`src/rtl/sum_accum_12.sv`:
```
// Frame accumulator for a 12-bit upstream adder: sums num_terms_i terms and
// presents the result on a valid/ready port. Define SUM_ACCUM_SAT_EN to clamp on overflow.
module sum_accum_12 #(
  parameter int ACC_W = 20
) (
  input  logic             clk_i,
  input  logic             rst_i,
  input  logic             start_i,
  input  logic [7:0]       num_terms_i,
  input  logic [11:0]      sum_i,
  input  logic             sum_valid_i,
  output logic [ACC_W-1:0] acc_o,
  output logic             acc_valid_o,
  input  logic             acc_ready_i,
  output logic             busy_o,
  output logic             err_o
);

  // Result handshake: a transfer completes on any cycle where acc_valid_o and
  // acc_ready_i are both high; acc_o/acc_valid_o hold steady until then.
  typedef enum logic [1:0] {IDLE = 2'd0, ACCUM = 2'd1, DONE = 2'd2} state_t;

  state_t           state_q, state_d;
  logic [ACC_W-1:0] accum_q, accum_d;
  logic [ACC_W-1:0] result_q, result_d;
  logic [7:0]       cnt_q, cnt_d;
  logic [7:0]       num_q, num_d;
  logic             valid_q, valid_d;
  logic             err_q, err_d;

  logic [ACC_W:0]   add_full;
  logic [ACC_W-1:0] add_res;
  logic [7:0]       cnt_inc;
  logic             xfer;
  logic             accept;

  assign add_full = {1'b0, accum_q} + {{(ACC_W + 1 - 12){1'b0}}, sum_i};
`ifdef SUM_ACCUM_SAT_EN
  assign add_res  = add_full[ACC_W] ? {ACC_W{1'b1}} : add_full[ACC_W-1:0];
`else
  assign add_res  = add_full[ACC_W-1:0];
`endif
  assign cnt_inc  = cnt_q + 8'd1;
  assign xfer     = valid_q & acc_ready_i;
  // A start is taken from IDLE, or from DONE on the cycle its result leaves.
  assign accept   = start_i & ((state_q == IDLE) | ((state_q == DONE) & xfer));

  always_ff @(posedge clk_i) begin
    if (rst_i) begin
      state_q  <= IDLE;
      accum_q  <= '0;
      result_q <= '0;
      cnt_q    <= '0;
      num_q    <= '0;
      valid_q  <= 1'b0;
      err_q    <= 1'b0;
    end else begin
      state_q  <= state_d;
      accum_q  <= accum_d;
      result_q <= result_d;
      cnt_q    <= cnt_d;
      num_q    <= num_d;
      valid_q  <= valid_d;
      err_q    <= err_d;
    end
  end

  always_comb begin
    state_d = state_q;
    if (accept) begin
      state_d = (num_terms_i == 8'd0) ? DONE : ACCUM;
    end else begin
      case (state_q)
        ACCUM:   if (sum_valid_i && (cnt_inc == num_q)) state_d = DONE;
        DONE:    if (xfer) state_d = IDLE;
        default: state_d = state_q;
      endcase
    end
  end

  always_comb begin
    accum_d  = accum_q;
    result_d = result_q;
    cnt_d    = cnt_q;
    num_d    = num_q;
    valid_d  = valid_q;
    err_d    = err_q;
    if (accept) begin
      // Any term arriving with the start is dropped without flagging an overrun.
      num_d   = num_terms_i;
      accum_d = '0;
      cnt_d   = '0;
      err_d   = 1'b0;
      if (num_terms_i == 8'd0) begin
        result_d = '0;
        valid_d  = 1'b1;
      end else begin
        valid_d  = 1'b0;
      end
    end else begin
      case (state_q)
        ACCUM: begin
          if (sum_valid_i) begin
            accum_d = add_res;
            cnt_d   = cnt_inc;
            if (cnt_inc == num_q) begin
              result_d = add_res;
              valid_d  = 1'b1;
            end
          end
        end
        DONE: begin
          if (sum_valid_i) err_d = 1'b1;
          if (xfer) valid_d = 1'b0;
        end
        default: begin
          if (sum_valid_i) err_d = 1'b1;
        end
      endcase
    end
  end

  assign acc_o       = result_q;
  assign acc_valid_o = valid_q;
  assign busy_o      = (state_q != IDLE);
  assign err_o       = err_q;

endmodule

```
`config.mk`:
```
export PLATFORM = sky130hd
export DESIGN_NAME = sum_accum_12
export DESIGN_NICKNAME = d
export VERILOG_FILES = /design/src/rtl/sum_accum_12.sv
export SDC_FILE = /design/constraint.sdc
export NUM_CORES = 1
export LEC_CHECK = 0
export CAP_MARGIN = 20
export CORE_AREA = 2 2 89 91
export DETAILED_ROUTE_END_ITERATION = 6
export DIE_AREA = 0 0 91 93
export PLACE_DENSITY = 0.66
export SETUP_SLACK_MARGIN = 0.3
export SLEW_MARGIN = 5
export SYNTH_ARGS = -nofsm -noshare
export SYNTH_HDL_FRONTEND = slang
export SYNTH_SLANG_ARGS = --single-unit
```
`constraint.sdc`:
```
create_clock -name clk_i -period 4.5 [get_ports clk_i]
set_clock_uncertainty 0.05 [all_clocks]
set_input_delay 1.35 -clock clk_i [delete_from_list [all_inputs] [get_ports clk_i]]
set_output_delay 1.35 -clock clk_i [all_outputs]
set_load 0.01 [all_outputs]
```
# [Word-level counts from Yosys, hierarchy flattened]
# Index checks and enable logic that the tools add are counted.
[totals] output_inout_bits=23 inputBits=25 ff_bits=60 word_cells=52
[classes] n_mux=16 add_sub_neg=2 eq_ne=8 n_bitwise=5 reduce_logical=14
[ops] cell="20-bit two-way mux" n=5
[ops] cell="20-bit by 12-bit adder with 20-bit output" n=1
[ops] cell="3-bit != test, second input constant" n=4
[ops] cell="8-bit by 1-bit adder with 8-bit output, second input constant" n=1
[ops] cell="8-bit equality test" n=1
[ops] cell="8-bit logical NOT" n=1
[ops] cell="2-bit two-way mux" n=4
[ops] cell="4-bit AND reduction" n=2
[ops] cell="2-bit nonzero test" n=4
[ops] cell="1-bit two-way mux" n=5
[ops] cell="2-bit case mux with 2 select lines" n=1
[ops] cell="2-bit AND reduction" n=2
[ops] cell="1-bit AND" n=3
[ops] cell="3-bit AND reduction" n=1
[ops] cell="3-bit nonzero test" n=1
[ops] cell="2-bit by 1-bit equality test with 1-bit output, second input constant" n=1
[ops] cell="2-bit equality test, second input constant" n=1
[ops] cell="2-bit logical NOT" n=1
[ops] cell="2-bit by 1-bit != test with 1-bit output, second input constant" n=1
[ops] cell="1-bit case mux with 2 select lines" n=1
[ops] cell="2-bit OR reduction" n=1
[ops] cell="1-bit logical AND" n=1
[ops] cell="1-bit NOT" n=1
[ops] cell="1-bit bitwise OR" n=1

# [Depth between registers and ports, before layout]
# Gate-level depths: netlist (run 1).
[depth] ltp_word=6 mapped_depth=9 depth_no_buf=8

# [Worst setup path after synthesis (run 1)]
# No wires, ideal clock.
[synth_path] kind="input port to flip-flop" start="in sum_i[0]" end="reg result_q[14], in the netlist acc_o[14]" setup_ps=117 setup_slack_ps=957 arrival_time_ps=3376 path_buffers=0 t_required_ps=4333 stages=8 cell_sequence="ha_1 fa_1 a21o_1 a221o_1 a221oi_2 nor3_1 xor2_1 a22o_1"
[synth_between] elab_chain_len=5
[synth_lines] element="start: declaration" line_no="10" text="input logic [11:0] sum_i,"
[synth_lines] element="20-bit by 12-bit adder with 20-bit output" line_no="37" text="assign add_full = {1'b0, accum_q} + {{(ACC_W + 1 - 12){1'b0}}, sum_i};"
[synth_lines] element="20-bit two-way mux" line_no="106" text="if (cnt_inc == num_q) begin"
[synth_lines] element="20-bit two-way mux" line_no="103" text="if (sum_valid_i) begin"
[synth_lines] element="20-bit two-way mux" line_no="101" text="case (state_q)"
[synth_lines] element="20-bit two-way mux" line_no="88" text="if (accept) begin"
[synth_lines] element="end signal: assignment" line_no="60" text="result_q <= result_d;"
[synth_lines] element="end: declaration" line_no="25" text="logic [ACC_W-1:0] result_q, result_d;"
# No other way between the ends. The select of a mux whose other input is x is not followed.
# A chain may end at the register's enable or synchronous reset.

# [Worst setup path in the final report (run 1)]
[layout_path] start="in sum_i[0]" end="reg result_q[16], in the netlist acc_o[16]"
# The elaborated chain is that of the path after synthesis.

==> impl_metrics.xml, run 1 <==
<?xml version="1.0" encoding="UTF-8"?>
<metrics>
  <group name="outcome">
    <metric name="status" unit="">finished clean</metric>
  </group>
  <group name="timing">
    <metric name="hold_viol" unit="">0</metric>
    <metric name="achievable-frequency" unit="GHz">0.275</metric>
    <metric name="setup_repair_after_global_routing_missed_its_margin" unit="">no</metric>
    <metric name="maxSlewViolCount" unit="">0</metric>
    <metric name="period_share" unit="%">80.9</metric>
    <metric name="tns" unit="ns">0</metric>
    <metric name="slew-limit-headroom" unit="%">55.9</metric>
    <metric name="postLayoutSetupSlackWorst" unit="ns">0.861</metric>
    <metric name="worst-slew-pin-transition" unit="ns">0.658</metric>
    <metric name="period_minus_slack" unit="ns">3.64</metric>
    <metric name="finalSetupViolations" unit="">0</metric>
  </group>
  <group name="clock_network">
    <metric name="cts_post_setup_buffers_inserted" unit="">0</metric>
    <metric name="ctsRootBufferMaster" unit="">sky130_fd_sc_hd__clkbuf_8</metric>
    <metric name="insertion_delay" unit="ns">0.34</metric>
    <metric name="ctsLongestPathBuffers" unit="">2</metric>
    <metric name="cts.sinks" unit="">60</metric>
    <metric name="cts_inserted_buffers" unit="">9</metric>
    <metric name="postCtsHoldBufs" unit="">0</metric>
    <metric name="postCtsResizedCells" unit="">0</metric>
    <metric name="clock_transition_at_the_register_clock_pins_on_the_worst_setup_and_hold_paths_after_cts" unit="ns">0.07</metric>
    <metric name="total_number_of_h_tree_levels" unit="">3</metric>
    <metric name="cts_tree" unit="">built</metric>
  </group>
  <group name="placed_design">
    <metric name="dp.final_hpwl" unit="mm">5.27</metric>
    <metric name="numPlacedInstances" unit="">506</metric>
    <metric name="gpl.final_weighted_congestion" unit="">0.845</metric>
    <metric name="dpl_cell_area" unit="µm²">3810</metric>
    <metric name="dp_slack" unit="ns">0.503</metric>
    <metric name="place.port_buffers" unit="">47</metric>
  </group>
  <group name="synth">
    <metric name="synth_enable_flop_cells" unit="">0</metric>
    <metric name="synthArstFlopShare" unit="%">0</metric>
    <metric name="netlist_instances" unit="">374</metric>
    <metric name="synthTopCellsByCount" unit="">sky130_fd_sc_hd__dfxtp_1, sky130_fd_sc_hd__nor2_1, sky130_fd_sc_hd__nand2_1, sky130_fd_sc_hd__a21oi_1, sky130_fd_sc_hd__xnor2_1</metric>
    <metric name="synth_cell_types" unit="">58</metric>
    <metric name="synth.yosys.warnings" unit="">0</metric>
    <metric name="synth_top_cells_by_area" unit="">sky130_fd_sc_hd__dfxtp_1, sky130_fd_sc_hd__xnor2_1, sky130_fd_sc_hd__ha_1</metric>
    <metric name="synth-main-ff-cell" unit="">sky130_fd_sc_hd__dfxtp_1</metric>
    <metric name="synthMostInstantiatedCell" unit="">sky130_fd_sc_hd__dfxtp_1</metric>
    <metric name="syn-cell-area" unit="µm²">3280</metric>
    <metric name="synth_sequential_area_ratio" unit="%">36.6</metric>
    <metric name="synth_seq_cells" unit="">60</metric>
    <metric name="synth_top_cell_area_share" unit="%">36.6</metric>
    <metric name="yosysTopAreaCell" unit="">sky130_fd_sc_hd__dfxtp_1</metric>
    <metric name="synth.net_count" unit="">413</metric>
    <metric name="syn_area_per_cell" unit="µm²">8.78</metric>
  </group>
  <group name="critical_path">
    <metric name="crit_chain" unit="">clkdlybuf4s50_1, ha_1, fa_1, a21o_1, a221o_1, a221oi_2, buf_4, nor3_1, xor2_1, a22o_1</metric>
    <metric name="critPathMaxStageDelay" unit="ns">0.41</metric>
    <metric name="crit_path_start_kind" unit="">primary input</metric>
    <metric name="critical_path_peak_fanout" unit="">9</metric>
    <metric name="worstPathRequired" unit="ns">4.69</metric>
    <metric name="timing_worst_setup_path_type" unit="">in2reg</metric>
    <metric name="critical-path-slowest-cell" unit="">sky130_fd_sc_hd__fa_1</metric>
    <metric name="cp.arrival" unit="ns">3.83</metric>
    <metric name="end_kind" unit="">flip-flop</metric>
  </group>
  <group name="power">
    <metric name="power-per-cell-area" unit="nW/µm²">306</metric>
    <metric name="share_seq_of_total_power" unit="%">44.8</metric>
    <metric name="power.net_switching" unit="µW">299</metric>
    <metric name="swShare" unit="%">24.3</metric>
    <metric name="combPwrFrac" unit="%">11.5</metric>
    <metric name="total_leakage_power" unit="µW">0.00148</metric>
    <metric name="vdd_ir_drop_max" unit="V">0.000145</metric>
    <metric name="internal_power" unit="µW">933</metric>
    <metric name="power_frac_clock" unit="%">43.8</metric>
  </group>
  <group name="route">
    <metric name="post_detailed_route_count_of_antenna_violating_nets" unit="">0</metric>
    <metric name="number_of_optimization_iterations_in_the_first_detailed_route_pass" unit="">4</metric>
    <metric name="detail_route.drc_violations" unit="">0</metric>
    <metric name="drt-initial-drc-count" unit="">100</metric>
    <metric name="drt_wl_total" unit="mm">7.37</metric>
    <metric name="vias_per_cell" unit="">5.46</metric>
    <metric name="vias" unit="">2849</metric>
    <metric name="routedWlPerCell" unit="µm">14.1</metric>
  </group>
  <group name="final_layout">
    <metric name="nets" unit="">454</metric>
    <metric name="insertedDiodeCount" unit="">0</metric>
    <metric name="layout.core_utilization" unit="%">53.5</metric>
    <metric name="final_area" unit="µm²">4030</metric>
    <metric name="syn2layout_area_growth" unit="%">22.6</metric>
    <metric name="drive_above_1_share" unit="%">7.14</metric>
    <metric name="instances_no_fill" unit="">522</metric>
    <metric name="n_fill_cell" unit="">734</metric>
  </group>
  <group name="global_routing">
    <metric name="grt_most_used_layer" unit="">met2</metric>
    <metric name="antenna_found_initial" unit="">0</metric>
    <metric name="first_pass_grt_wire_length" unit="mm">12.5</metric>
    <metric name="grt_overflow_total" unit="">0</metric>
    <metric name="grt_pass1_vias" unit="">2680</metric>
    <metric name="grt_usage" unit="%">18.1</metric>
    <metric name="use_met2" unit="%">29.4</metric>
    <metric name="grt_start_max_net_pins" unit="">27</metric>
    <metric name="use_met1" unit="%">23.2</metric>
    <metric name="grt_use_met3" unit="%">4.19</metric>
  </group>
  <group name="floorplan">
    <metric name="ios" unit="">48</metric>
    <metric name="die_h" unit="µm">93</metric>
    <metric name="row_cnt" unit="">32</metric>
    <metric name="width_of_the_chip" unit="µm">91</metric>
    <metric name="placeableCoreArea" unit="µm²">7530</metric>
    <metric name="floorplan.die_area" unit="µm²">8460</metric>
    <metric name="initial_core_util" unit="%">43.6</metric>
  </group>
  <group name="hold_path">
    <metric name="worst_hold_path_type" unit="">reg2reg</metric>
  </group>
  <group name="run">
    <metric name="cap_violations" unit="">0</metric>
  </group>
</metrics>
[through the flow]
| stage | power [µW] | hold slack (ns) |
|---|---|---|
| finish | 1230 | 0.410 |
| floorplan | 654 | 0.390 |
| global route | 1290 | 0.432 |
| CTS | 1250 | 0.414 |
| global placement | 702 | 0.396 |
| detailed placement | 705 | 0.403 |
[layout by cell type (no fill, tap or decap), types with 4 or more instances in the layout]
master                            netlist  final
sky130_fd_sc_hd__nor4_1                 5      5
sky130_fd_sc_hd__mux2i_1               10     10
sky130_fd_sc_hd__nand3_1               11     11
sky130_fd_sc_hd__a21oi_1               24     24
sky130_fd_sc_hd__nor3_1                 9      9
sky130_fd_sc_hd__a22o_1                14     14
sky130_fd_sc_hd__dfxtp_1               60     60
sky130_fd_sc_hd__a211o_1                4      4
sky130_fd_sc_hd__nand2_1               33     33
sky130_fd_sc_hd__xnor2_1               20     20
sky130_fd_sc_hd__clkbuf_8               0     10
sky130_fd_sc_hd__a21o_1                 5      5
sky130_fd_sc_hd__nand4_1                5      5
sky130_fd_sc_hd__xor2_1                12     12
sky130_fd_sc_hd__o21ai_0               14     14
sky130_fd_sc_hd__buf_4                  4      4
sky130_fd_sc_hd__a211oi_1               7      7
sky130_fd_sc_hd__or3_1                  5      5
sky130_fd_sc_hd__nor2_1                39     39
sky130_fd_sc_hd__ha_1                  13     13
sky130_fd_sc_hd__clkdlybuf4s50_1        0     47
sky130_fd_sc_hd__inv_1                  5      5
[worst max-delay path: cells and delay by family]
family / cells / cell delay, ns
fa+ha+maj: 2 / 0.64
buf+inv: 2 / 0.60
simple gates: 1 / 0.07
xor+xnor: 1 / 0.17
compound gates: 4 / 1.00
[area by class of cell]
cell class	count	area, µm²	area share, %
Sequential cell	60	1200	29.8
Timing Repair Buffer	51	500	12.4
Clock inverter	5	75.1	1.87
Multi-Input combinational cell	288	1960	48.7
Inverter	5	18.8	0.466
Tap cell	102	128	3.17
Clock buffer	11	141	3.51
[worst paths after layout]
| kind | startpoint | endpoint | slack [ns] | depth (start not counted) |
|---|---|---|---|---|
| max reg2reg | cnt_q[0]$_SDFFE_PP0P_ | acc_o[7]$_SDFFE_PP0P_ | 1.82 | 7 |
| max | sum_i[0] | acc_o[16]$_SDFFE_PP0P_ | 0.86 | 10 |
| min | accum_q[11]$_SDFFE_PP0P_ | accum_q[11]$_SDFFE_PP0P_ | 0.41 | 2 |
| min reg2reg | accum_q[11]$_SDFFE_PP0P_ | accum_q[11]$_SDFFE_PP0P_ | 0.41 | 2 |
[per-layer routing]
layer  part of all wire (%)  wire length, µm  vias to the layer above
met1                     48             3550                     1318
li1                       -                -                     1453
met5                      0                0                        -
met4                    1.4              102                        0
met3                    4.9              358                        9
met2                     46             3350                       69
[cells by family after synthesis]
| kind of cell | Yosys count | share of synthesized area, % |
|---|---|---|
| AND/OR/NAND/NOR | 135 | 20.6 |
| AO/OA/AOI/OAI | 96 | 21.6 |
| flip-flops | 60 | 36.6 |
| XOR/XNOR | 32 | 8.54 |
| buffers and inverters | 26 | 3.70 |
| adder cells (fa/ha/maj) | 14 | 5.56 |
| multiplexers | 11 | 3.39 |
[power groups by stage]
stage,Clock [µW],Sequential [µW],Combinational [µW]
final,539,552,141
after global routing,578,553,156
after CTS,552,552,142
after detailed placement,0,564,142
after global placement,0,563,139
after floorplan,0,561,92.9
[registers in the layout, indices dropped and copies added, names as in the netlist]
signal	count
state_q	2
num_q	8
accum_q	20
acc_valid_o	1
err_o	1
cnt_q	8
acc_o	20
Power figures use the tool's default switching activity.
==> run 2, diff against run 1 <==
==> constraint.sdc (replaced) <==
create_clock -name clk_i -period 3.6 [get_ports clk_i]
set_clock_uncertainty 0.05 [all_clocks]
set_input_delay 1.08 -clock clk_i [delete_from_list [all_inputs] [get_ports clk_i]]
set_output_delay 1.08 -clock clk_i [all_outputs]
set_load 0.01 [all_outputs]
==> run 2 against run 1 <==
Compared with the run above: design area grew 2.3%; count of clock-buffer cells in the layout rose by 1; clock power rose by 15%; critical endpoint is now acc_o[19]$_SDFFE_PP0P_; global-route usage is 0.14 points lower; total power grew 22%.
==> impl_metrics.xml, run 2 (synthesis results as in run 1) <==
<?xml version="1.0" encoding="UTF-8"?>
<metrics>
  <group name="hold_path">
    <metric name="worst_hold_path_type" unit="">reg2reg</metric>
    <metric name="hold_path_depth" unit="">2</metric>
    <metric name="end_point_of_the_most_critical_hold_path" unit="">accum_q[10]$_SDFFE_PP0P_</metric>
    <metric name="min-delay-start" unit="">accum_q[10]$_SDFFE_PP0P_</metric>
  </group>
  <group name="final_layout">
    <metric name="nets" unit="">464</metric>
    <metric name="syn2layout_area_growth" unit="%">25.4</metric>
    <metric name="n_fill_cell" unit="">737</metric>
    <metric name="mostFrequentLayoutCells" unit="">sky130_fd_sc_hd__dfxtp_1, sky130_fd_sc_hd__clkdlybuf4s50_1, sky130_fd_sc_hd__nor2_1</metric>
    <metric name="insertedDiodeCount" unit="">0</metric>
    <metric name="drive_above_1_share" unit="%">10.5</metric>
    <metric name="final_area" unit="µm²">4120</metric>
    <metric name="final_common_cell" unit="">sky130_fd_sc_hd__dfxtp_1</metric>
  </group>
  <group name="route">
    <metric name="post_detailed_route_count_of_antenna_violating_nets" unit="">0</metric>
    <metric name="drt-initial-drc-count" unit="">120</metric>
    <metric name="drt_wl_total" unit="mm">7.46</metric>
    <metric name="number_of_optimization_iterations_in_the_first_detailed_route_pass" unit="">4</metric>
    <metric name="detail_route.drc_violations" unit="">0</metric>
    <metric name="routedWlPerCell" unit="µm">14.0</metric>
    <metric name="vias" unit="">2879</metric>
    <metric name="vias_per_cell" unit="">5.41</metric>
  </group>
  <group name="critical_path">
    <metric name="path_delay_family" unit="">compound AO/OA/AOI/OAI gates</metric>
    <metric name="crit_chain" unit="">clkdlybuf4s50_1, ha_1, or3_1, a221o_1, o21ai_0, nand2_1, o311ai_0, a22o_1</metric>
    <metric name="regToRegSetupSlack" unit="ns">0.89</metric>
    <metric name="critical-path-slowest-cell" unit="">sky130_fd_sc_hd__o311ai_0</metric>
    <metric name="cp.arrival" unit="ns">3.46</metric>
    <metric name="end_kind" unit="">flip-flop</metric>
    <metric name="worstPathRequired" unit="ns">3.83</metric>
    <metric name="reg2reg_to" unit="">acc_o[7]$_SDFFE_PP0P_</metric>
    <metric name="worst_r2r_start" unit="">cnt_q[0]$_SDFFE_PP0P_</metric>
    <metric name="crit_path_start_kind" unit="">primary input</metric>
    <metric name="critical_path.n_buffers_inverters" unit="">1</metric>
    <metric name="critPathMaxStageDelay" unit="ns">0.47</metric>
    <metric name="critical_path_peak_fanout" unit="">5</metric>
    <metric name="worst-r2r-cell-count" unit="">7</metric>
    <metric name="startpoint" unit="">sum_i[8]</metric>
    <metric name="timing_worst_setup_path_type" unit="">in2reg</metric>
  </group>
  <group name="clock_network">
    <metric name="cts_inserted_buffers" unit="">9</metric>
    <metric name="total_number_of_h_tree_levels" unit="">3</metric>
    <metric name="clock_transition_at_the_register_clock_pins_on_the_worst_setup_and_hold_paths_after_cts" unit="ns">0.07</metric>
    <metric name="ctsLongestPathBuffers" unit="">2</metric>
    <metric name="cts.sinks" unit="">60</metric>
    <metric name="cts_tree" unit="">built</metric>
    <metric name="insertion_delay" unit="ns">0.34</metric>
    <metric name="ctsRootBufferMaster" unit="">sky130_fd_sc_hd__clkbuf_8</metric>
  </group>
  <group name="run">
    <metric name="cap_violations" unit="">0</metric>
  </group>
  <group name="placed_design">
    <metric name="place.port_buffers" unit="">47</metric>
    <metric name="dpl_cell_area" unit="µm²">3870</metric>
    <metric name="dp.final_hpwl" unit="mm">5.33</metric>
    <metric name="gpl.final_weighted_congestion" unit="">0.886</metric>
    <metric name="dp_slack" unit="ns">-0.0347</metric>
  </group>
  <group name="global_routing">
    <metric name="first_pass_grt_wire_length" unit="mm">12.4</metric>
    <metric name="grt_pass1_vias" unit="">2600</metric>
    <metric name="grt_overflow_total" unit="">0</metric>
    <metric name="grt_start_max_net_pins" unit="">27</metric>
    <metric name="antenna_found_initial" unit="">0</metric>
    <metric name="grt_usage" unit="%">18.0</metric>
  </group>
  <group name="floorplan">
    <metric name="initial_core_util" unit="%">43.6</metric>
    <metric name="floorplan.die_area" unit="µm²">8460</metric>
    <metric name="row_cnt" unit="">32</metric>
    <metric name="ios" unit="">48</metric>
    <metric name="die_h" unit="µm">93</metric>
    <metric name="placeableCoreArea" unit="µm²">7530</metric>
    <metric name="width_of_the_chip" unit="µm">91</metric>
  </group>
  <group name="power">
    <metric name="total_leakage_power" unit="µW">0.00154</metric>
    <metric name="vdd_ir_drop_max" unit="V">0.000240</metric>
    <metric name="power-per-cell-area" unit="nW/µm²">364</metric>
  </group>
  <group name="timing">
    <metric name="postLayoutSetupSlackWorst" unit="ns">0.371</metric>
    <metric name="achievable-frequency" unit="GHz">0.310</metric>
    <metric name="maxSlewViolCount" unit="">0</metric>
    <metric name="post_route_hold_slack" unit="ns">0.412</metric>
    <metric name="period_minus_slack" unit="ns">3.23</metric>
    <metric name="tns" unit="ns">0</metric>
    <metric name="slew-limit-headroom" unit="%">55.0</metric>
    <metric name="setup_repair_after_global_routing_missed_its_margin" unit="">yes</metric>
    <metric name="hold_viol" unit="">0</metric>
    <metric name="period_share" unit="%">89.7</metric>
    <metric name="worst-slew-pin-transition" unit="ns">0.673</metric>
    <metric name="finalSetupViolations" unit="">0</metric>
  </group>
  <group name="outcome">
    <metric name="status" unit="">finished clean</metric>
  </group>
</metrics>
-- run 2: how the worst max path moves through the flow --
stage          cells past startpoint                      to  slack, ns
2_1_floorplan                      8  acc_o[14]$_SDFFE_PP0P_       0.33
3_3_place_gp                       9   acc_o[8]$_SDFFE_PP0P_      -0.04
3_5_place_dp                      10  acc_o[14]$_SDFFE_PP0P_      -0.03
4_1_cts                           10  acc_o[14]$_SDFFE_PP0P_       0.30
5_1_grt                            9  acc_o[14]$_SDFFE_PP0P_       0.29
6_report                           8  acc_o[19]$_SDFFE_PP0P_       0.37
-- run 2: power by group --
part	total (µW)	switching [µW]	internal, µW
combinational	188	97.7	90.0
clock	620	265	355
sequential	690	12.1	678
total	1500	375	1120
-- run 2: final cells by class --
cell class	count	area, µm²	share of cell area, %
clock inverters	4	47.5	1.16
well taps	102	128	3.10
multi-input cells	288	1990	48.3
clock buffers	12	155	3.77
flip-flops and latches	60	1200	29.2
inverters	5	18.8	0.456
repair buffers	61	578	14.0
-- run 2: per-layer routing --
layer | track usage (%) | vias up | wire, µm
li1 | - | 1472 | -
met1 | 24.9 | 1321 | 3720
met2 | 27.7 | 78 | 3320
met3 | 3.79 | 8 | 348
met4 | 6.57 | 0 | 70
met5 | 0 | - | 0
-- run 2: metrics by stage --
step | std cells | utilization, % | power [µW]
3_5_place_dp | 514 | 51.4 | 888
6_report | 532 | 54.7 | 1500
2_1_floorplan | 374 | - | 818
3_3_place_gp | 514 | 51.4 | 885
4_1_cts | 530 | 54.1 | 1510
5_1_grt | 532 | 54.7 | 1560
-- run 2: worst reg2reg max path: stages (launching register included) --
cell and delay (ns):
sky130_fd_sc_hd__dfxtp_1 0.54, sky130_fd_sc_hd__ha_1 0.40, sky130_fd_sc_hd__nand4_1 0.17, sky130_fd_sc_hd__xnor2_1 0.17, sky130_fd_sc_hd__o32a_1 0.34, sky130_fd_sc_hd__a211o_1 0.38, sky130_fd_sc_hd__nor2_4 0.37, sky130_fd_sc_hd__a32o_1 0.23
-- run 2: what timing repair did --
item / CTS / global route
setup endpoints to repair: 0 / 15
setup buffers: 0 / 1
gates resized for setup: 0 / 9
hold buffers: 0 / 0
